**src/rtl/i2s_capture_sched.sv**
```systemverilog
// I2S capture sequencer: aligns to a left-channel frame, filters and decimates samples,
// writes one block into the sample FIFO, then holds until the host acknowledges it.
module i2s_capture_sched #(
   parameter int DW   = 32,
   parameter int CW   = 16,
   parameter int DECW = 4
) (
   input  logic            HCLK,
   input  logic            HRESET,
   input  logic            cfg_en,
   input  logic [1:0]      cfg_chan,
   input  logic [DECW-1:0] cfg_decim,
   input  logic [CW-1:0]   cfg_blk_len,
   input  logic            cfg_cont,
   input  logic            start,
   input  logic            ack,
   output logic            i2s_en,
   input  logic            smp_valid,
   input  logic            smp_ws,
   input  logic [DW-1:0]   smp_data,
   input  logic            fifo_full,
   output logic            fifo_wr,
   output logic [DW-1:0]   fifo_wdata,
   output logic            blk_done,
   output logic            overrun,
   output logic            busy,
   output logic [CW-1:0]   wr_count
);

   typedef enum logic [1:0] {
      ST_IDLE    = 2'd0,
      ST_ARM     = 2'd1,
      ST_CAPTURE = 2'd2,
      ST_HOLD    = 2'd3
   } state_t;

   state_t          state_r;
   logic [1:0]      chan_r;
   logic [DECW-1:0] decim_r;
   logic [DECW-1:0] dcnt_r;
   logic [CW-1:0]   blk_len_r;
   logic            cont_r;
   logic            pass_s;
   logic [CW-1:0]   wr_next_s;

   // Channel filter on the latched selection and the post-write block count
   always_comb begin
      pass_s = 1'b0;
      if (chan_r[1]) begin
         pass_s = 1'b1;
      end else if (smp_ws == chan_r[0]) begin
         pass_s = 1'b1;
      end else begin
         pass_s = 1'b0;
      end
      wr_next_s = wr_count + {{(CW-1){1'b0}}, 1'b1};
   end

   // Sequencer state, latched configuration and all registered outputs
   always_ff @(posedge HCLK) begin
      if (HRESET) begin
         state_r    <= ST_IDLE;
         chan_r     <= 2'b00;
         decim_r    <= {DECW{1'b0}};
         dcnt_r     <= {DECW{1'b0}};
         blk_len_r  <= {CW{1'b0}};
         cont_r     <= 1'b0;
         i2s_en     <= 1'b0;
         fifo_wr    <= 1'b0;
         fifo_wdata <= {DW{1'b0}};
         blk_done   <= 1'b0;
         overrun    <= 1'b0;
         busy       <= 1'b0;
         wr_count   <= {CW{1'b0}};
      end else begin
         fifo_wr <= 1'b0;
         // Dropping the master enable beats any same-cycle write or ack
         if ((state_r != ST_IDLE) && !cfg_en) begin
            state_r  <= ST_IDLE;
            i2s_en   <= 1'b0;
            busy     <= 1'b0;
            blk_done <= 1'b0;
         end else begin
            case (state_r)
               ST_IDLE: begin
                  if (start && cfg_en && (cfg_blk_len != {CW{1'b0}})) begin
                     chan_r    <= cfg_chan;
                     decim_r   <= cfg_decim;
                     blk_len_r <= cfg_blk_len;
                     cont_r    <= cfg_cont;
                     wr_count  <= {CW{1'b0}};
                     overrun   <= 1'b0;
                     i2s_en    <= 1'b1;
                     busy      <= 1'b1;
                     state_r   <= ST_ARM;
                  end
               end
               ST_ARM: begin
                  // The aligning left sample itself is never stored
                  if (smp_valid && !smp_ws) begin
                     dcnt_r  <= {DECW{1'b0}};
                     state_r <= ST_CAPTURE;
                  end
               end
               ST_CAPTURE: begin
                  if (smp_valid && pass_s) begin
                     if (dcnt_r == {DECW{1'b0}}) begin
                        dcnt_r <= decim_r;
                        if (fifo_full) begin
                           overrun <= 1'b1;
                        end else begin
                           fifo_wr    <= 1'b1;
                           fifo_wdata <= smp_data;
                           wr_count   <= wr_next_s;
                           if (wr_next_s == blk_len_r) begin
                              blk_done <= 1'b1;
                              state_r  <= ST_HOLD;
                           end
                        end
                     end else begin
                        dcnt_r <= dcnt_r - {{(DECW-1){1'b0}}, 1'b1};
                     end
                  end
               end
               ST_HOLD: begin
                  if (ack) begin
                     blk_done <= 1'b0;
                     wr_count <= {CW{1'b0}};
                     if (cont_r) begin
                        state_r <= ST_ARM;
                     end else begin
                        i2s_en  <= 1'b0;
                        busy    <= 1'b0;
                        state_r <= ST_IDLE;
                     end
                  end
               end
               default: begin
                  state_r <= ST_IDLE;
               end
            endcase
         end
      end
   end

endmodule

```
**config.mk**
```make
export PLATFORM = sky130hd
export DESIGN_NAME = i2s_capture_sched
export DESIGN_NICKNAME = d
export VERILOG_FILES = /design/src/rtl/i2s_capture_sched.sv
export SDC_FILE = /design/constraint.sdc
export NUM_CORES = 1
export LEC_CHECK = 0
export CORE_MARGIN = 3
export CORE_UTILIZATION = 25
export DETAILED_ROUTE_END_ITERATION = 12
export PLACE_DENSITY = 0.47
export SYNTH_ARGS = -nofsm -noshare
export SYNTH_HDL_FRONTEND = slang
export SYNTH_SLANG_ARGS = --single-unit
```
**constraint.sdc**
```tcl
create_clock -name HCLK -period 3.7 [get_ports HCLK]
set_clock_uncertainty 0.15 [all_clocks]
set_input_delay 0.37 -clock HCLK [delete_from_list [all_inputs] [get_ports HCLK]]
set_output_delay 0.37 -clock HCLK [all_outputs]
set_load 0.01 [all_outputs]
```
==> results_dict.tcl <==
set metrics [dict create \
    dieArea_mm2 0.0187 \
    internal-power_mw 1.81 \
    irDropWorstVdd_mv 0.331 \
    crit_start "wr_count[0]$_SDFFE_PP0P_" \
    drive_gt1_share_pct 6.93 \
    crit_chain "ha_1 > nand3_4 > nor3_1 > o21ai_1 > or4_1 > o41ai_2 > mux2i_1 > nor4_2" \
    cts_sinks 81 \
    regToRegEndpoint "state_r[0]$_SDFFE_PP0P_" \
    holdBufCountCts 0 \
    n_antenna_cell 0 \
    vias 4195 \
    final_common_cell "nand2_1" \
    synth_seq_cells 81 \
    status "completed" \
    antenna_found_initial 0 \
    period_needed_ns 3.24 \
    clk_pin_slew_ns 0.07 \
    fin_nets 714 \
    cap_violations 0 \
    grtUsageMet2_pct 22.8 \
    synth_warnings 0 \
    timing.final.hold_violations 0 \
    fin_crit_sh_pct 87.6 \
    synth-edff-count 0 \
    r2r_setup_slack_ns 0.46 \
    rsz0062_at_grt "false" \
    postRouteAntennaNets 0 \
    r2r_cells 8 \
    clockBufferDepth 2 \
    async_flop_share_pct 0 \
    startpoint_type "flop" \
    vias_per_cell 4.83 \
    synth_top_area_share_pct 37.9 \
    netSwitchingPower_mw 0.833 \
    seq_power_share_pct 36.8 \
    ios 116 \
    io_buffers 115 \
    comb_power_share_pct 26.1 \
    setup_viol 0 \
    met3_usage_pct 4.30 \
    drt_iter0_markers 133 \
    synth_top_area_cell "dfxtp_1" \
    drt-total-wl_mm 13.4 \
    cts_resized 0 \
    initial_core_util_pct 25.7 \
    p_clk_share_pct 37.1 \
    syn_to_final_growth_pct 38.2 \
    die_h_um 137 \
    cts-root-buf "clkbuf_16" \
    cellPowerDensity_mw_per_mm2 447 \
    fillCellCount 1756 \
    post-cts-setup-buffers 0 \
    slew_violations 0 \
    syn_inst 550 \
    hpwl_mm 9.99 \
    htree_levels 3 \
    grt_pass1_wl_mm 21.4 \
    grt_remaining_overflow 0 \
    worstSetupPathType "flop to flop" \
    crit_arrival_ns 3.30 \
    whs_endpoint "fifo_wdata[21]$_SDFFE_PP0P_" \
    hp-class "flop to flop" \
    required_ns 3.76 \
    end_kind "flop" \
    wl_per_cell_um 15.4 \
    grt.total_usage_pct 14.5 \
    rr_startpoint "wr_count[0]$_SDFFE_PP0P_" \
    drc 0 \
    worstSkewPairLatency_ns 0.34 \
    switching_share_pct 31.5 \
    seq_area_frac_synth_pct 37.9 \
    first_global_vias 3978 \
    ys.flop_type "dfxtp_1" \
    dieWidth_um 137 \
    power_leakage_nw 1.99 \
    avgSynthCellArea_um2 7.79 \
    slew_headroom_pct 38.4 \
    grt_max_degree 47 \
    top_usage_layer "met2" \
    first_pass_iters 5 \
    cts_buffers 9 \
    place.gp.congestion 0.853 \
    final_cell_mix "115 x nand2_1, 114 x clkdlybuf4s50_1, 81 x dfxtp_1" \
    cp_slowest_cell "dfxtp_1" \
    cts_tree "built" \
    mappedNetlistNets 620 \
    hp-start "fifo_wdata[21]$_SDFFE_PP0P_" \
    rows 47 \
    synth_cell_types 65 \
    tns_ns 0 \
    synth_area_mm2 0.00428 \
    worst_pin_slew_ns 0.925 \
    min_delay_path_depth 2 \
    core_area_mm2 0.0167 \
    use_met1_pct 20.0 \
    path_max_fanout 12 \
    synth.top_cells.by_area "dfxtp_1 38%, nand2_1 10%, a21oi_1 7.5%" \
    max_freq_ghz 0.309 \
    fin_util_pct 35.5 \
    max_stage_delay_ns 0.56 \
]
==> through the flow <==
step                      total power [mW]  instance area (µm²)  instances  setup WS [ns]  hold slack (ns)
after floorplan                       1.40                 4280        550          0.990            0.298
after global placement                1.68                 5600        853          0.470            0.289
after detailed placement              1.68                 5600        853          0.489            0.292
after CTS                             2.69                 5920        869          0.467            0.301
after global routing                  2.80                 5920        869          0.208            0.319
final                                 2.65                 5920        869          0.459            0.297
==> cells in the mapped netlist (3+ instances only) <==
| library cell | number |
|---|---|
| a211oi_1 | 3 |
| a21o_1 | 3 |
| a21oi_1 | 64 |
| a22oi_1 | 6 |
| a31oi_1 | 4 |
| and2_1 | 7 |
| and4_1 | 3 |
| buf_2 | 5 |
| buf_6 | 6 |
| clkbuf_1 | 28 |
| dfxtp_1 | 81 |
| ha_1 | 7 |
| inv_1 | 12 |
| mux2i_1 | 11 |
| nand2_1 | 115 |
| nand2b_1 | 3 |
| nand3_1 | 28 |
| nand4_1 | 4 |
| nor2_1 | 30 |
| nor2b_1 | 7 |
| nor3_1 | 12 |
| nor3b_1 | 4 |
| nor4_1 | 10 |
| o2111ai_1 | 3 |
| o211ai_1 | 4 |
| o21ai_0 | 23 |
| or4_1 | 3 |
| xnor2_1 | 13 |
| xor2_1 | 5 |
==> power groups by stage <==
stage	sequential [mW]	combinational (mW)	clock, mW
floorplan	0.979	0.424	0
global placement	0.990	0.689	0
detailed placement	0.992	0.693	0
CTS	0.972	0.696	1.02
global route	0.978	0.767	1.06
finish	0.974	0.691	0.982
==> sequential cells by signal, indices dropped and copies added (netlist names) <==
name and cells:
fifo_wdata 32, blk_len_r 16, wr_count 16, dcnt_r 4
decim_r 4, chan_r 2, state_r 2, blk_done 1
busy 1, cont_r 1, fifo_wr 1, overrun 1
==> area by class of cell <==
cell class / instances / area [µm²] / area share (%)
Clock inverter: 7 / 100 / 1.69
Inverter: 12 / 45.0 / 0.761
Sequential cell: 81 / 1620 / 27.4
Timing Repair Buffer: 125 / 1230 / 20.8
Clock buffer: 9 / 225 / 3.80
Multi-Input combinational cell: 415 / 2420 / 40.9
Tap cell: 220 / 275 / 4.65
==> how the worst max path moves through the flow <==
| stage | end | cells past startpoint |
|---|---|---|
| after floorplan | state_r[0]$_SDFFE_PP0P_ | 10 |
| after global placement | state_r[0]$_SDFFE_PP0P_ | 8 |
| after detailed placement | state_r[0]$_SDFFE_PP0P_ | 8 |
| after CTS | state_r[0]$_SDFFE_PP0P_ | 8 |
| after global routing | state_r[0]$_SDFFE_PP0P_ | 8 |
| final | state_r[0]$_SDFFE_PP0P_ | 8 |
==> routing by layer <==
layer,up-vias,share of wire [%]
met2,96,47
met4,0,0.56
met5,-,0
met3,6,5.4
met1,1982,47
li1,2111,-
==> worst max-delay path: cells and delay by family (launching register included) <==
family	cells	cell delay (ns)
mux	1	0.27
simple gates	4	1.18
compound gates	2	0.50
flops	1	0.56
fa+ha+maj	1	0.45
==> kinds of logic after synthesis <==
group	count (synthesis)	synth area share (%)
compound gates	135	19.4
simple gates	243	27.9
flops	81	37.9
fa+ha+maj	7	2.04
xor+xnor	19	4.06
buf+inv	54	6.10
mux	11	2.57
(Power assumes the default switching activity.)
